<file path="src/rtl/issue_raster_positioner_if.sv">
// rtl/issue_raster_positioner_if.sv - placement handshake bundle between the raster positioner and the allocators
interface issue_raster_positioner_if #(
    parameter int COORD_W = 8,
    parameter int IDX_W   = 8
);
    logic               alloc_valid;
    logic               alloc_stall;
    logic [COORD_W-1:0] center_x;
    logic [COORD_W-1:0] center_y;
    logic [IDX_W-1:0]   alloc_index;

    modport master (
        output alloc_valid,
        output center_x,
        output center_y,
        output alloc_index,
        input  alloc_stall
    );

    modport slave (
        input  alloc_valid,
        input  center_x,
        input  center_y,
        input  alloc_index,
        output alloc_stall
    );
endinterface

</file>
<file path="src/rtl/issue_raster_positioner.sv">
// rtl/issue_raster_positioner.sv - raster-order filter centre walker that places allocators per round and tracks the round bounding box
// Optional one-hot allocator select output: define POSITIONER_ONEHOT_SELECT_EN.
module issue_raster_positioner #(
    parameter int NUM_ALLOC = 220,
    parameter int COORD_W   = 8,
    parameter int IDX_W     = 8,
    parameter int PAD_W     = 2,
    parameter int STRIDE_W  = 3,
    parameter int RCNT_W    = 16
) (
    input  logic                 clk,
    input  logic                 rst,
    input  logic                 cfg_load,
    input  logic [COORD_W-1:0]   image_w,
    input  logic [COORD_W-1:0]   image_h,
    input  logic [PAD_W-1:0]     padding,
    input  logic [STRIDE_W-1:0]  stride_x,
    input  logic [STRIDE_W-1:0]  stride_y,
    input  logic                 advance,
    issue_raster_positioner_if.master place,
    output logic [COORD_W-1:0]   x_min,
    output logic [COORD_W-1:0]   x_max,
    output logic [COORD_W-1:0]   y_min,
    output logic [COORD_W-1:0]   y_max,
    output logic                 round_active,
    output logic                 round_done,
    output logic                 layer_done,
    output logic [RCNT_W-1:0]    round_count
`ifdef POSITIONER_ONEHOT_SELECT_EN
    ,
    output logic [NUM_ALLOC-1:0] alloc_select
`endif
);
    localparam int CW1 = COORD_W + 1;
    localparam logic [IDX_W-1:0] LAST_IDX = IDX_W'(NUM_ALLOC - 1);

    typedef enum logic [1:0] {
        S_IDLE,
        S_PLACE,
        S_WAIT,
        S_DONE
    } state_t;

    state_t              state;
    logic [COORD_W-1:0]  cfg_w;
    logic [COORD_W-1:0]  cfg_h;
    logic [PAD_W-1:0]    cfg_p;
    logic [STRIDE_W-1:0] cfg_sx;
    logic [STRIDE_W-1:0] cfg_sy;

    logic [CW1-1:0]      step_x, step_y, pad_ext, x_lim, y_lim, next_x, next_y;
    logic [COORD_W-1:0]  lo_x, hi_x, lo_y, hi_y;
    logic                wrap_x, last_pos, accept, round_end;

    // Next-position and footprint arithmetic is one bit wider so the limit compare never wraps.
    always_comb begin
        step_x    = (cfg_sx == '0) ? CW1'(1) : CW1'(cfg_sx);
        step_y    = (cfg_sy == '0) ? CW1'(1) : CW1'(cfg_sy);
        pad_ext   = CW1'(cfg_p);
        x_lim     = pad_ext + CW1'(cfg_w) - CW1'(1);
        y_lim     = pad_ext + CW1'(cfg_h) - CW1'(1);
        next_x    = CW1'(place.center_x) + step_x;
        next_y    = CW1'(place.center_y) + step_y;
        wrap_x    = next_x > x_lim;
        last_pos  = wrap_x && (next_y > y_lim);
        lo_x      = COORD_W'(CW1'(place.center_x) - pad_ext);
        hi_x      = COORD_W'(CW1'(place.center_x) + pad_ext);
        lo_y      = COORD_W'(CW1'(place.center_y) - pad_ext);
        hi_y      = COORD_W'(CW1'(place.center_y) + pad_ext);
        accept    = (state == S_PLACE) && place.alloc_valid && !place.alloc_stall;
        round_end = accept && ((place.alloc_index == LAST_IDX) || last_pos);
    end

    assign round_active = (state == S_PLACE);

    always_ff @(posedge clk or posedge rst) begin
        if (rst) begin
            state             <= S_IDLE;
            cfg_w             <= '0;
            cfg_h             <= '0;
            cfg_p             <= '0;
            cfg_sx            <= '0;
            cfg_sy            <= '0;
            place.center_x    <= '0;
            place.center_y    <= '0;
            place.alloc_index <= '0;
            place.alloc_valid <= 1'b0;
            round_done        <= 1'b0;
            layer_done        <= 1'b0;
            x_min             <= '1;
            x_max             <= '0;
            y_min             <= '1;
            y_max             <= '0;
            round_count       <= '0;
        end else if (cfg_load) begin
            state             <= S_IDLE;
            cfg_w             <= image_w;
            cfg_h             <= image_h;
            cfg_p             <= padding;
            cfg_sx            <= stride_x;
            cfg_sy            <= stride_y;
            place.center_x    <= COORD_W'(padding);
            place.center_y    <= COORD_W'(padding);
            place.alloc_index <= '0;
            place.alloc_valid <= 1'b0;
            round_done        <= 1'b0;
            layer_done        <= 1'b0;
            x_min             <= '1;
            x_max             <= '0;
            y_min             <= '1;
            y_max             <= '0;
            round_count       <= '0;
        end else begin
            round_done <= 1'b0;
            case (state)
                S_IDLE, S_WAIT: begin
                    if (advance) begin
                        if (cfg_w == '0 || cfg_h == '0) begin
                            state      <= S_DONE;
                            layer_done <= 1'b1;
                        end else begin
                            state             <= S_PLACE;
                            place.alloc_valid <= 1'b1;
                            place.alloc_index <= '0;
                            x_min             <= '1;
                            x_max             <= '0;
                            y_min             <= '1;
                            y_max             <= '0;
                        end
                    end
                end
                S_PLACE: begin
                    if (accept) begin
                        if (lo_x < x_min) x_min <= lo_x;
                        if (hi_x > x_max) x_max <= hi_x;
                        if (lo_y < y_min) y_min <= lo_y;
                        if (hi_y > y_max) y_max <= hi_y;
                        place.alloc_index <= place.alloc_index + IDX_W'(1);
                        // The final position stays on the outputs rather than stepping off the image.
                        if (!last_pos) begin
                            if (wrap_x) begin
                                place.center_x <= COORD_W'(cfg_p);
                                place.center_y <= COORD_W'(next_y);
                            end else begin
                                place.center_x <= COORD_W'(next_x);
                            end
                        end
                    end
                    if (round_end) begin
                        state             <= last_pos ? S_DONE : S_WAIT;
                        place.alloc_valid <= 1'b0;
                        round_done        <= 1'b1;
                        round_count       <= round_count + RCNT_W'(1);
                        layer_done        <= last_pos;
                    end
                end
                default: begin
                end
            endcase
        end
    end

`ifdef POSITIONER_ONEHOT_SELECT_EN
    always_comb begin
        alloc_select = '0;
        if (place.alloc_valid && !place.alloc_stall)
            alloc_select = NUM_ALLOC'(1) << place.alloc_index;
    end
`endif

endmodule

</file>
<file path="src/flat_wrapper.sv">
// flat-port wrapper written by rule: the top's interface ports become plain ports
module issue_raster_positioner_flat 
#(
    parameter int NUM_ALLOC = 220,
    parameter int COORD_W   = 8,
    parameter int IDX_W     = 8,
    parameter int PAD_W     = 2,
    parameter int STRIDE_W  = 3,
    parameter int RCNT_W    = 16
)
  (clk, rst, cfg_load, image_w, image_h, padding, stride_x, stride_y, advance, x_min, x_max, y_min, y_max, round_active, round_done, layer_done, round_count, place_alloc_valid, place_center_x, place_center_y, place_alloc_index, place_alloc_stall);
  issue_raster_positioner_if #(.COORD_W(COORD_W), .IDX_W(IDX_W)) place_i ();
  input  logic clk;
  input  logic rst;
  input  logic cfg_load;
  input  logic [COORD_W-1:0] image_w;
  input  logic [COORD_W-1:0] image_h;
  input  logic [PAD_W-1:0] padding;
  input  logic [STRIDE_W-1:0] stride_x;
  input  logic [STRIDE_W-1:0] stride_y;
  input  logic advance;
  output logic [COORD_W-1:0] x_min;
  output logic [COORD_W-1:0] x_max;
  output logic [COORD_W-1:0] y_min;
  output logic [COORD_W-1:0] y_max;
  output logic round_active;
  output logic round_done;
  output logic layer_done;
  output logic [RCNT_W-1:0] round_count;
  output wire logic [$bits(place_i.alloc_valid)-1:0] place_alloc_valid;
  output wire logic [$bits(place_i.center_x)-1:0] place_center_x;
  output wire logic [$bits(place_i.center_y)-1:0] place_center_y;
  output wire logic [$bits(place_i.alloc_index)-1:0] place_alloc_index;
  input wire logic [$bits(place_i.alloc_stall)-1:0] place_alloc_stall;
  assign place_alloc_valid = place_i.alloc_valid;
  assign place_center_x = place_i.center_x;
  assign place_center_y = place_i.center_y;
  assign place_alloc_index = place_i.alloc_index;
  assign place_i.alloc_stall = place_alloc_stall;
  issue_raster_positioner #(.NUM_ALLOC(NUM_ALLOC), .COORD_W(COORD_W), .IDX_W(IDX_W), .PAD_W(PAD_W), .STRIDE_W(STRIDE_W), .RCNT_W(RCNT_W)) u_core (.clk(clk), .rst(rst), .cfg_load(cfg_load), .image_w(image_w), .image_h(image_h), .padding(padding), .stride_x(stride_x), .stride_y(stride_y), .advance(advance), .place(place_i), .x_min(x_min), .x_max(x_max), .y_min(y_min), .y_max(y_max), .round_active(round_active), .round_done(round_done), .layer_done(layer_done), .round_count(round_count));
endmodule
</file>
<file path="config.mk">
export PLATFORM = sky130hd
export DESIGN_NAME = issue_raster_positioner_flat
export DESIGN_NICKNAME = d
export VERILOG_FILES = /design/src/rtl/issue_raster_positioner_if.sv /design/src/rtl/issue_raster_positioner.sv /design/src/flat_wrapper.sv
export SDC_FILE = /design/constraint.sdc
export NUM_CORES = 1
export LEC_CHECK = 0
export ABC_CLOCK_PERIOD_IN_PS = 5900
export CAP_MARGIN = 15
export CORE_ASPECT_RATIO = 1.75
export CORE_MARGIN = 1.5
export CORE_UTILIZATION = 60
export DETAILED_ROUTE_END_ITERATION = 12
export DONT_BUFFER_PORTS = 1
export PLACE_DENSITY = 0.74
export SETUP_SLACK_MARGIN = 0.5
export SLEW_MARGIN = 15
export SYNTH_ARGS = -nofsm -noshare
export SYNTH_HDL_FRONTEND = slang
export SYNTH_SLANG_ARGS = --single-unit
</file>
<file path="constraint.sdc">
create_clock -name clk -period 5.9 [get_ports clk]
set_input_delay 0.59 -clock clk [delete_from_list [all_inputs] [get_ports clk]]
set_output_delay 0.59 -clock clk [all_outputs]
set_load 0.02 [all_outputs]
</file>
; Word-level counts from Yosys, hierarchy flattened
; Cells that the tools add are included.
[classes]
add_sub_neg = 12
n_mul = 0
n_div = 0
n_lt_le_gt_ge = 6
eq_ne = 13
n_shift = 0
mux = 57
n_bitwise = 0
reduce_logical = 29
[ops]
columns = operator, count
row1 = 2-to-1 mux 8 bit, 28
row2 = case mux 8 bit (2 select lines), 5
row3 = 2-to-1 mux 16 bit, 3
row4 = "inequality test 3 x 2 -> 1 bit, second input constant", 7
row5 = AND reduction 5 bit, 4
row6 = adder 2 x 8 -> 9 bit, 2
row7 = adder 8 x 9 -> 9 bit, 2
row8 = greater-than comparator 9 bit, 2
row9 = "subtractor 9 x 1 -> 9 bit, second input constant", 2
row10 = "adder 16 x 1 -> 16 bit, second input constant", 1
row11 = adder 8 x 2 -> 8 bit, 2
row12 = greater-than comparator 8 bit, 2
row13 = zero test 8 bit, 2
row14 = < comparator 8 bit, 2
row15 = AND reduction 4 bit, 4
row16 = subtractor 8 x 2 -> 8 bit, 2
row17 = 2-to-1 mux 1 bit, 12
row18 = "adder 8 x 1 -> 8 bit, second input constant", 1
row19 = "equality test 8 bit, second input constant", 1
row20 = 2-to-1 mux 2 bit, 4
row21 = nonzero test 2 bit, 4
row22 = zero test 3 bit, 2
row23 = 2-to-1 mux 3 bit, 2
row24 = "inequality test 3 bit, second input constant", 2
row25 = other kinds (13), 19
[word_totals]
ff_bits = 101
latchBits = 0
ram_bits = 0
mem_bits_ro = 0
input_bits = 29
out_inout_bits = 76
elab_cells = 134
n_memories = 0

; Logic depth before layout (Yosys ltp)
; Gate-level depths: netlist of run 1.
[logic_depth]
ltp_word = 10
ltp_mapped = 21
ltp_nobuf = 19

; Worst setup path before layout of run 1
; OpenSTA, ideal clock, no wires.
[synth_timing]
path_type = register -> register
start = register u_core.cfg_p[1]
end = register u_core.place.center_y[5]
setup_ps = 78
arrival_ps = 4020
required_ps = 5822
slack_ps = 1802
path_stages_with_launch = 20
path_buffers = 1
period_less_slack_ps = 4098
cell_sequence = dfrtp_1 inv_1 ha_1 inv_1 ha_1 fa_1 a21o_1 a21oi_1 o21bai_1 a21oi_1 xnor2_1 ha_1 and4_1 o211ai_1 o211ai_2 a211oi_2 nand2_1 buf_6 or4_1 a21oi_1
[synth_between]
elab_chain_cells = 6
word_cells_on_any_way = 10
classes_between = add/sub: 4 / order compare: 2 / eq/ne: 1 / reduce/logical: 3
[synth_lines]
columns = item, line
row1 = from (decl), issue_raster_positioner.sv:47  ; logic [PAD_W-1:0] cfg_p;
row2 = from (signal assigned), issue_raster_positioner.sv:99  ; cfg_p <= padding;
row3 = "adder 2 x 8 -> 9 bit, on equally long branches", "issue_raster_positioner.sv:60, issue_raster_positioner.sv:61"
row4 = "subtractor 9 x 1 -> 9 bit, on equally long branches", "issue_raster_positioner.sv:60, issue_raster_positioner.sv:61"
row5 = "greater-than comparator 9 bit, on equally long branches", "issue_raster_positioner.sv:64, issue_raster_positioner.sv:65"
row6 = logical AND 1 bit, issue_raster_positioner.sv:65  ; last_pos = wrap_x && (next_y > y_lim);
row7 = inequality test 2 bit (no source line), -
row8 = AND reduction 4 bit (no source line) (*), -
row9 = to (signal assigned), issue_raster_positioner.sv:103  ; place.center_y <= COORD_W'(padding);
row10 = to (signal assigned), issue_raster_positioner.sv:143  ; place.center_y <= COORD_W'(next_y);
row11 = to (decl), issue_raster_positioner_if.sv:15  ; output center_y,
; Mark *: on every way between the ends. The rest lies on a longest branch, timed or not.
; A chain may end at the register's enable or synchronous reset.

; Worst setup path in the final report of run 1
[layout_timing]
start = register u_core.cfg_p[1]
end = register u_core.place.center_y[7]
; Same word-level chain as after synthesis.

==> reports/summary.txt, run 1 <==
==========================================================================================
Maximum number of pins on one net before global-route repair                            83
Number of antenna-violating nets in the routed design                                    0
Routed wire length per instance                                                   19.25 µm
TritonCTS clock tree                                                                 built
Largest stage delay, worst path                                                    0.58 ns
Highest net fanout along the worst path                                                 11
CP Data Required Time                                                              6.18 ns
Number of nets in the layout                                                           865
Clock tree buffer depth                                                                  2
Setup clock skew after layout                                                   0.01074 ns
Weighted congestion reported at the end of routability-driven placement             0.8809
DIE WIDTH                                                                         85.88 µm
Detail Placement HPWL                                                             13.09 mm
Total of endpoints with negative setup slack in the final report                         0
Flip-flop cell with the highest count after synthesis                         sky130_fd_sc_hd__dfrtp_1
Number of synthesis warnings                                                             0
CP max-delay cell                                                             sky130_fd_sc_hd__or4_1
IO buf count                                                                             0
Post-layout min period                                                            4.593 ns
Pins over their slew limit                                                               0
Latest clock arrival within the worst-skew pair                                    0.36 ns
Core Box Area                                                                  0.01165 mm²
Classification of the worst-slack hold path                                   primary input to asynchronous set/reset pin
Final hold violation count                                                               0
Design Area, Final                                                            0.007536 mm²
Total power divided by cell area                                              250.7 mW/mm²
Outcome                                                                          completed
Number of nets in the synthesized netlist                                              884
Synthesized area divided by synthesized cell count                               9.502 µm²
Post-layout total power                                                         0.001889 W
Transition time at the pin with the least slew margin                            0.8263 ns
Wire length of the first global-routing pass                                      27.69 mm
Share of flip-flops with an asynchronous set or reset                               100.0%
Endpoint kind of the worst setup timing path                                          flop
Post-Synthesis Cell Area                                                      0.007212 mm²
Switch share                                                                        33.91%
WL final                                                                          16.94 mm
Syn-to-layout area delta                                                            4.493%
Fraction of met1 tracks used by global routing                                      29.15%
Max H-tree Level                                                                         3
Number of remaining DRC errors                                                           0
Initial antenna violation count                                                          0
Overall via count from detail_route                                                   5529
Grt total ovfl                                                                           0
Site Rows                                                                               52
Area after detailed placement                                                 0.007247 mm²
Combinational cell fraction of total power                                           27.6%
Share of final-layout standard cells stronger than drive strength 1                 8.322%
Number of flip-flops and latches in the synthesized netlist                            101
Share of the clock period used by the worst path after layout                       77.84%
Library cell with the largest summed area after synthesis                     sky130_fd_sc_hd__dfrtp_1
Power share of the clock group                                                       31.0%
Inst Count DP                                                                          864
Number of cells in the finished layout apart from fillers                              880
Cells taking the most area after synthesis                                    sky130_fd_sc_hd__dfrtp_1 (29%), sky130_fd_sc_hd__ha_1 (15%), sky130_fd_sc_hd__dfstp_2 (5.8%), sky130_fd_sc_hd__inv_1 (4.1%), sky130_fd_sc_hd__xor2_1 (4.0%)
Number of buffers inserted during clock tree synthesis                                   9
Post-cts resize count                                                                    0
Internal portion of total power                                                 0.001248 W
Share of synthesized area occupied by flip-flops and latches                        35.32%
Initial Utilization                                                                 61.93%
Post-CTS setup-driven buffer insertion count                                             0
Via density per instance                                                             6.283
Worst supply voltage drop on vdd                                                  161.0 µV
Overall Global Routing Usage                                                        27.61%
Die Y-Extent                                                                      148.0 µm
Clock edge transition at the registers on the reported setup and hold paths        0.07 ns
Switching power of the nets                                                    0.0006407 W
Most frequent cell after synthesis                                            sky130_fd_sc_hd__ha_1
I/O pin total                                                                          105
Power share of the sequential group                                                  41.4%
DRT iter0 DRCs                                                                         215
Number of global-route vias before repair                                             5877
Synth cell count leaders                                                      sky130_fd_sc_hd__ha_1 (88), sky130_fd_sc_hd__dfrtp_1 (85), sky130_fd_sc_hd__inv_1 (79)
Remaining max-slew budget at the tightest pin                                       44.45%
Worst Setup Start Kind                                                                flop
Flip-flop count of the largest register after layout                                    16
Pre-Repair DR Iteration Count                                                            4
Post-layout util                                                                    64.71%
Buffering stage count on the worst path with inverters included                          2
Most used routing layer                                                               met2
Top cell family by delay on the critical path                                 compound AO/OA/AOI/OAI gates
Number of unique standard cell types used by synthesis                                  72
Root Driver                                                                   sky130_fd_sc_hd__clkbuf_16
Kind of critical path                                                         flop to flop
Area share of the largest cell type after synthesis                                 29.49%
Number of hold buffers added after cts                                                   0
Most flops, register                                                          u_core.round_count
Sum of negative setup slack                                                           0 ns
RSZ-0062 raised after global routing                                                 false
Crit-path cells                                                               inv_1 -> ha_1 -> inv_1 -> ha_1 -> fa_1 -> a21o_1 -> a21oi_1 -> o21bai_1 -> a21oi_1 -> xnor2_1 -> ha_1 -> and4_1 -> o211ai_1 -> o211ai_2 -> a211oi_2 -> nand2_1 -> or4_1 -> a21oi_1
Met2 demand-to-capacity share in global routing                                     50.12%
Met3 capacity usage during global routing                                           5.918%
Arr. time, crit path                                                               4.87 ns
Mapped Cells                                                                           759
Total Die Area                                                                 0.01271 mm²
Leakage                                                                           3.687 nW
MaxCap Viol Count                                                                        0
EDFF count, synth                                                                        0
Max frequency                                                                   0.2177 GHz
Count of inserted antenna diode cells                                                    0
CTS sink count                                                                         101
==========================================================================================
## power groups by stage
| stage | registers [W] | clock network, W | logic, W |
|---|---|---|---|
| 2_1_floorplan | 0.000777 | 0 | 0.000418 |
| 5_1_grt | 0.000788 | 0.000619 | 0.000591 |
| 6_report | 0.000783 | 0.000585 | 0.000521 |
| 3_3_place_gp | 0.000794 | 0 | 0.000486 |
| 4_1_cts | 0.000783 | 0.000595 | 0.000524 |
| 3_5_place_dp | 0.000796 | 0 | 0.000518 |
## metrics by stage
stage                     setup slack [ns]  hold WS (ns)
final                                1.307        0.1695
after global routing                0.9635        0.2272
after CTS                            1.331        0.2047
after detailed placement             1.347        0.5007
after global placement               1.481        0.4942
after floorplan                      1.802        0.4748
## logic make-up (layout without fill, tap and decap cells)
family / count (synthesis) / in the layout / share of synthesized area [%]
AOI/OAI and AO/OA: 186 / 186 / 18.20
and+or+nand+nor: 193 / 193 / 13.76
buffers and inverters: 113 / 99 / 6.367
DFF: 101 / 101 / 35.32
adders and majority gates: 96 / 96 / 17.49
muxes: 13 / 13 / 1.943
xor gates and xnor gates: 57 / 57 / 6.922
## per-layer routing
metal  routed length [µm]  up-vias  part of all wire [%]
li1                     -     2642                     -
met1                 6242     2685                    37
met2                 9069      147                    54
met3                  875       55                   5.2
met4                  752        0                   4.4
met5                    0        -                     0
## area by class of cell
cell class | count | area (µm²)
Inverter | 80 | 302.8
Tap cell | 135 | 168.9
Multi-Input combinational cell | 545 | 4205
Timing Repair Buffer | 3 | 22.52
Clock buffer | 10 | 239.0
Fill cell | 946 | 4110
Clock inverter | 6 | 50.05
Sequential cell | 101 | 2547
## layout by cell type (no fill, tap or decap), types with 4 or more instances in the layout
| cell type | count |
|---|---|
| sky130_fd_sc_hd__o211ai_1 | 4 |
| sky130_fd_sc_hd__dfstp_2 | 16 |
| sky130_fd_sc_hd__fa_1 | 8 |
| sky130_fd_sc_hd__nor3_1 | 11 |
| sky130_fd_sc_hd__or2_2 | 4 |
| sky130_fd_sc_hd__nor2_1 | 59 |
| sky130_fd_sc_hd__a21oi_1 | 38 |
| sky130_fd_sc_hd__mux2_2 | 8 |
| sky130_fd_sc_hd__o21bai_1 | 8 |
| sky130_fd_sc_hd__o31ai_1 | 8 |
| sky130_fd_sc_hd__and3_1 | 9 |
| sky130_fd_sc_hd__or3_1 | 4 |
| sky130_fd_sc_hd__a22o_1 | 4 |
| sky130_fd_sc_hd__or4_1 | 8 |
| sky130_fd_sc_hd__clkbuf_16 | 9 |
| sky130_fd_sc_hd__a31oi_1 | 5 |
| sky130_fd_sc_hd__mux2i_1 | 5 |
| sky130_fd_sc_hd__xor2_1 | 33 |
| sky130_fd_sc_hd__o21ai_0 | 38 |
| sky130_fd_sc_hd__o32a_1 | 7 |
| sky130_fd_sc_hd__o21a_1 | 10 |
| sky130_fd_sc_hd__nand4_1 | 11 |
| sky130_fd_sc_hd__nand2_1 | 48 |
| sky130_fd_sc_hd__inv_1 | 78 |
| sky130_fd_sc_hd__ha_1 | 88 |
| sky130_fd_sc_hd__nand3_1 | 9 |
| sky130_fd_sc_hd__dfrtp_1 | 85 |
| sky130_fd_sc_hd__a32o_1 | 15 |
| sky130_fd_sc_hd__and4_1 | 7 |
| sky130_fd_sc_hd__o21ai_1 | 4 |
| sky130_fd_sc_hd__a21o_1 | 18 |
| sky130_fd_sc_hd__nor2b_1 | 4 |
| sky130_fd_sc_hd__xnor2_1 | 24 |
## worst paths after layout
kind | from | end | slack [ns] | depth (start not counted)
worst max register to register | u_core.cfg_p[1]$_DFFE_PP0P_ | u_core.place.center_y[7]$_DFFE_PP0P_ | 1.31 | 18
max in group asynchronous | rst | u_core.cfg_p[1]$_DFFE_PP0P_ | 4.59 | 2
min in group clk | cfg_load | u_core.place.center_y[3]$_DFFE_PP0P_ | 0.30 | 1
worst max-delay path | u_core.cfg_p[1]$_DFFE_PP0P_ | u_core.place.center_y[7]$_DFFE_PP0P_ | 1.31 | 18
worst min-delay path | rst | u_core.y_max[4]$_DFFE_PP0P_ | 0.17 | 1
worst min register to register | u_core.cfg_sy[0]$_DFFE_PP0P_ | u_core.cfg_sy[0]$_DFFE_PP0P_ | 0.51 | 1
Note: power is estimated with default switching activity, not from simulation.
==> inputs of run 2 (changes only) <==
--- a/config.mk
+++ b/config.mk
@@ -5,14 +5,14 @@
 export SDC_FILE = /design/constraint.sdc
 export NUM_CORES = 1
 export LEC_CHECK = 0
-export ABC_CLOCK_PERIOD_IN_PS = 5900
+export ABC_CLOCK_PERIOD_IN_PS = 3900
 export CAP_MARGIN = 15
 export CORE_ASPECT_RATIO = 1.75
 export CORE_MARGIN = 1.5
-export CORE_UTILIZATION = 60
+export CORE_UTILIZATION = 59
 export DETAILED_ROUTE_END_ITERATION = 12
 export DONT_BUFFER_PORTS = 1
-export PLACE_DENSITY = 0.74
+export PLACE_DENSITY = 0.76
 export SETUP_SLACK_MARGIN = 0.5
 export SLEW_MARGIN = 15
 export SYNTH_ARGS = -nofsm -noshare
==> constraint.sdc (replaced) <==
create_clock -name clk -period 3.9 [get_ports clk]
set_input_delay 0.39 -clock clk [delete_from_list [all_inputs] [get_ports clk]]
set_output_delay 0.39 -clock clk [all_outputs]
set_load 0.02 [all_outputs]
==> run 2 against run 1 <==
Net effect: the run now ends with negative setup slack left; count of clock-buffer cells in the layout stayed put; total power is 66% higher; register-to-register slack worse by 1.3 ns; fmax is 18% higher; combinational power is 110% higher; utilization is 6.9 points higher; largest power group unchanged.
==> reports/summary.txt, run 2 (synthesis gave the netlist of run 1 again) <==
==========================================================================================
Outcome                                                                       complete, but fails checks
Failing checks                                                                negative setup slack
Site Rows                                                                               53   +1.9%
Number of hold buffers added after cts                                                   0   unchanged
Final worst hold slack                                                         0.004510 ns   -0.1650 ns
Number of nets in the layout                                                           929   +7.4%
Sum of negative setup slack                                                    -0.01276 ns   -0.01276 ns
Endpoint kind of the worst setup timing path                                          flop
Number of cells in the finished layout apart from fillers                              947   +7.6%
Weighted congestion reported at the end of routability-driven placement             0.8793   -0.18%
Design Area, Final                                                            0.008549 mm²   +13%
FF-to-FF setup slack                                                             -0.008 ns   -1.32 ns
Total of endpoints with negative setup slack in the final report                         2   +2
Worst supply voltage drop on vdd                                                  292.4 µV   +82%
Overall via count from detail_route                                                   5940   +7.4%
Via density per instance                                                             6.272   -0.17%
Depth of the most critical reg-to-reg path                                              18   unchanged
CTS sink count                                                                         101   unchanged
Clock tree buffer depth                                                                  2   unchanged
Transition time at the pin with the least slew margin                             1.121 ns   +0.2945 ns
Internal portion of total power                                                 0.002082 W   +67%
Worst Setup Start Kind                                                                flop
Total Die Area                                                                 0.01292 mm²   +1.6%
Final hold violation count                                                               0   unchanged
Overall Global Routing Usage                                                        28.28%   +0.66 points
TritonCTS clock tree                                                                 built
Flip-flop count of the largest register after layout                                    16   unchanged
Pins over their slew limit                                                               0   unchanged
Power share of the clock group                                                       28.6%   -2.4 points
Combinational cell fraction of total power                                           34.1%   +6.5 points
Setup clock skew after layout                                                  0.009218 ns   -0.001523 ns
I/O pin total                                                                          105   unchanged
Post-layout min period                                                            3.908 ns   -0.6842 ns
IO buf count                                                                             0   unchanged
Clock edge transition at the registers on the reported setup and hold paths        0.07 ns   about the same
CP Data Required Time                                                              4.17 ns   -2.01 ns
Most frequent standard cell in the layout excluding fill and tap cells        sky130_fd_sc_hd__dfrtp_1
DIE WIDTH                                                                         86.58 µm   +0.82%
WL final                                                                          18.35 mm   +8.4%
Area after detailed placement                                                 0.007548 mm²   +4.2%
Arr. time, crit path                                                               4.18 ns   -0.69 ns
Number of global-route vias before repair                                             6157   +4.8%
Share of the clock period used by the worst path after layout                       100.2%   +22 points
Wire length of the first global-routing pass                                      28.75 mm   +3.8%
FF+latch area                                                                 0.002549 mm²   about the same
Commonest non-fill, non-tap cells in the layout                               sky130_fd_sc_hd__dfrtp_1 (84), sky130_fd_sc_hd__ha_1 (81), sky130_fd_sc_hd__inv_1 (72), sky130_fd_sc_hd__nor2_1 (54), sky130_fd_sc_hd__buf_4 (54)
Number of antenna-violating nets in the routed design                                    0   unchanged
Pre-Repair DR Iteration Count                                                            6   +2
Most flops, register                                                          u_core.round_count
Initial antenna violation count                                                          1   +1
Max H-tree Level                                                                         3   unchanged
DRT iter0 DRCs                                                                         390   +81%
Inst Count DP                                                                          892   +3.2%
MaxCap Viol Count                                                                        0   unchanged
Number of remaining DRC errors                                                           0   unchanged
Share of final-layout standard cells stronger than drive strength 1                 24.10%   +16 points
Root Driver                                                                   sky130_fd_sc_hd__clkbuf_16
Die Y-Extent                                                                      149.3 µm   +0.82%
Worst slack at placement                                                       -0.08782 ns   -1.435 ns
Kind of critical path                                                         flop to flop
Total power divided by cell area                                              366.0 mW/mm²   +46%
Detail Placement HPWL                                                             12.91 mm   -1.4%
RSZ-0062 raised after global routing                                                  true
Remaining max-slew budget at the tightest pin                                       24.66%   -20 points
Core Box Area                                                                  0.01194 mm²   +2.5%
Highest net fanout along the worst path                                                  8   -3
Total area of multi-input combinational cells                                 0.004702 mm²   +12%
Max frequency                                                                   0.2559 GHz   +18%
Power share of the sequential group                                                  37.3%   -4.1 points
Grt total ovfl                                                                           0   unchanged
Maximum number of pins on one net before global-route repair                            83   unchanged
Classification of the worst-slack hold path                                   primary input to asynchronous set/reset pin
Syn-to-layout area delta                                                            18.55%
Crit path launch                                                              u_core.cfg_p[1]$_DFFE_PP0P_
Switching power of the nets                                                     0.001047 W   +63%
Capturing instance or port of the critical path                               u_core.round_count[12]$_DFFE_PP0P_
Critical R2R Capture                                                          u_core.round_count[12]$_DFFE_PP0P_
Routed wire length per instance                                                   19.38 µm   +0.69%
Initial Utilization                                                                 60.42%   -1.5 points
Number of fillers in the final layout                                                  854   -9.7%
Source of the worst register-to-register timing path                          u_core.cfg_p[1]$_DFFE_PP0P_
Leakage                                                                           4.077 nW   +11%
Latest clock arrival within the worst-skew pair                                    0.35 ns   about the same
Smallest setup slack after layout                                             -0.008447 ns   -1.316 ns
Number of buffers inserted during clock tree synthesis                                   9   unchanged
Switch share                                                                        33.46%   -0.46 points
==========================================================================================
[run 2: worst min path at each step]
stage	endpoint	startpoint	cells past startpoint	slack, ns
floorplan	u_core.cfg_sx[0]$_DFFE_PP0P_	u_core.cfg_sx[0]$_DFFE_PP0P_	1	0.47
global placement	u_core.y_max[0]$_DFFE_PP0P_	rst	1	0.39
detailed placement	u_core.y_max[0]$_DFFE_PP0P_	rst	1	0.39
CTS	u_core.place.center_x[3]$_DFFE_PP0P_	rst	1	0.02
global route	u_core.x_max[2]$_DFFE_PP0P_	rst	1	0.04
finish	u_core.y_max[0]$_DFFE_PP0P_	rst	1	0.005
[run 2: layout make-up]
cell class / count / area share, %
multi-input combinational: 547 / 55.00
sequential: 101 / 29.81
timing repair buffer: 65 / 6.191
inverter: 80 / 3.571
clock buffer: 10 / 2.678
tap: 137 / 2.005
clock inverter: 6 / 0.7171
antenna: 1 / 0.02927
[run 2: power by group through the flow]
stage          registers, W  clock network (W)  logic [W]
5_1_grt             0.00117           0.000951    0.00117
3_5_place_dp        0.00118                  0   0.000879
3_3_place_gp        0.00118                  0   0.000828
6_report            0.00117           0.000895    0.00107
4_1_cts             0.00116           0.000916   0.000963
2_1_floorplan       0.00118                  0   0.000655
[run 2: stage by stage]
step	power [W]	util, %
after global placement	0.002008	63.24
after floorplan	0.001831	-
after detailed placement	0.002062	63.24
after CTS	0.003043	68.67
after global routing	0.003299	71.62
final	0.003129	71.62
[run 2: what timing repair did]
item                                    in CTS  in global routing
endpoints found under the setup margin      53                 67
resized for setup                           37                 55
cloned                                       2                  0
setup buffers                               27                  9
hold endpoints to repair                     0                  0
pin swaps                                   38                 27
[run 2: metal layers]
layer  up-vias  GRT usage, %  routed length [µm]
li1       2778             -                   -
met1      2946         30.65                6984
met2       168         51.02                9907
met3        48         5.313                 812
met4         0         15.00                 650
met5         -             0                   0
[run 2: critical path: stages, from the launching register on]
cell and delay, ns:
sky130_fd_sc_hd__dfrtp_2 0.40, sky130_fd_sc_hd__inv_4 0.06, sky130_fd_sc_hd__ha_4 0.26, sky130_fd_sc_hd__inv_2 0.04
sky130_fd_sc_hd__ha_4 0.15, sky130_fd_sc_hd__fa_2 0.34, sky130_fd_sc_hd__a21o_1 0.18, sky130_fd_sc_hd__a21oi_2 0.16
sky130_fd_sc_hd__o21bai_1 0.09, sky130_fd_sc_hd__a21oi_1 0.17, sky130_fd_sc_hd__xnor2_1 0.09, sky130_fd_sc_hd__ha_1 0.31
sky130_fd_sc_hd__nand2_2 0.07, sky130_fd_sc_hd__o211ai_1 0.27, sky130_fd_sc_hd__o31ai_4 0.18, sky130_fd_sc_hd__nor2_4 0.27
sky130_fd_sc_hd__a21oi_4 0.14, sky130_fd_sc_hd__or4b_1 0.51, sky130_fd_sc_hd__a21oi_1 0.14
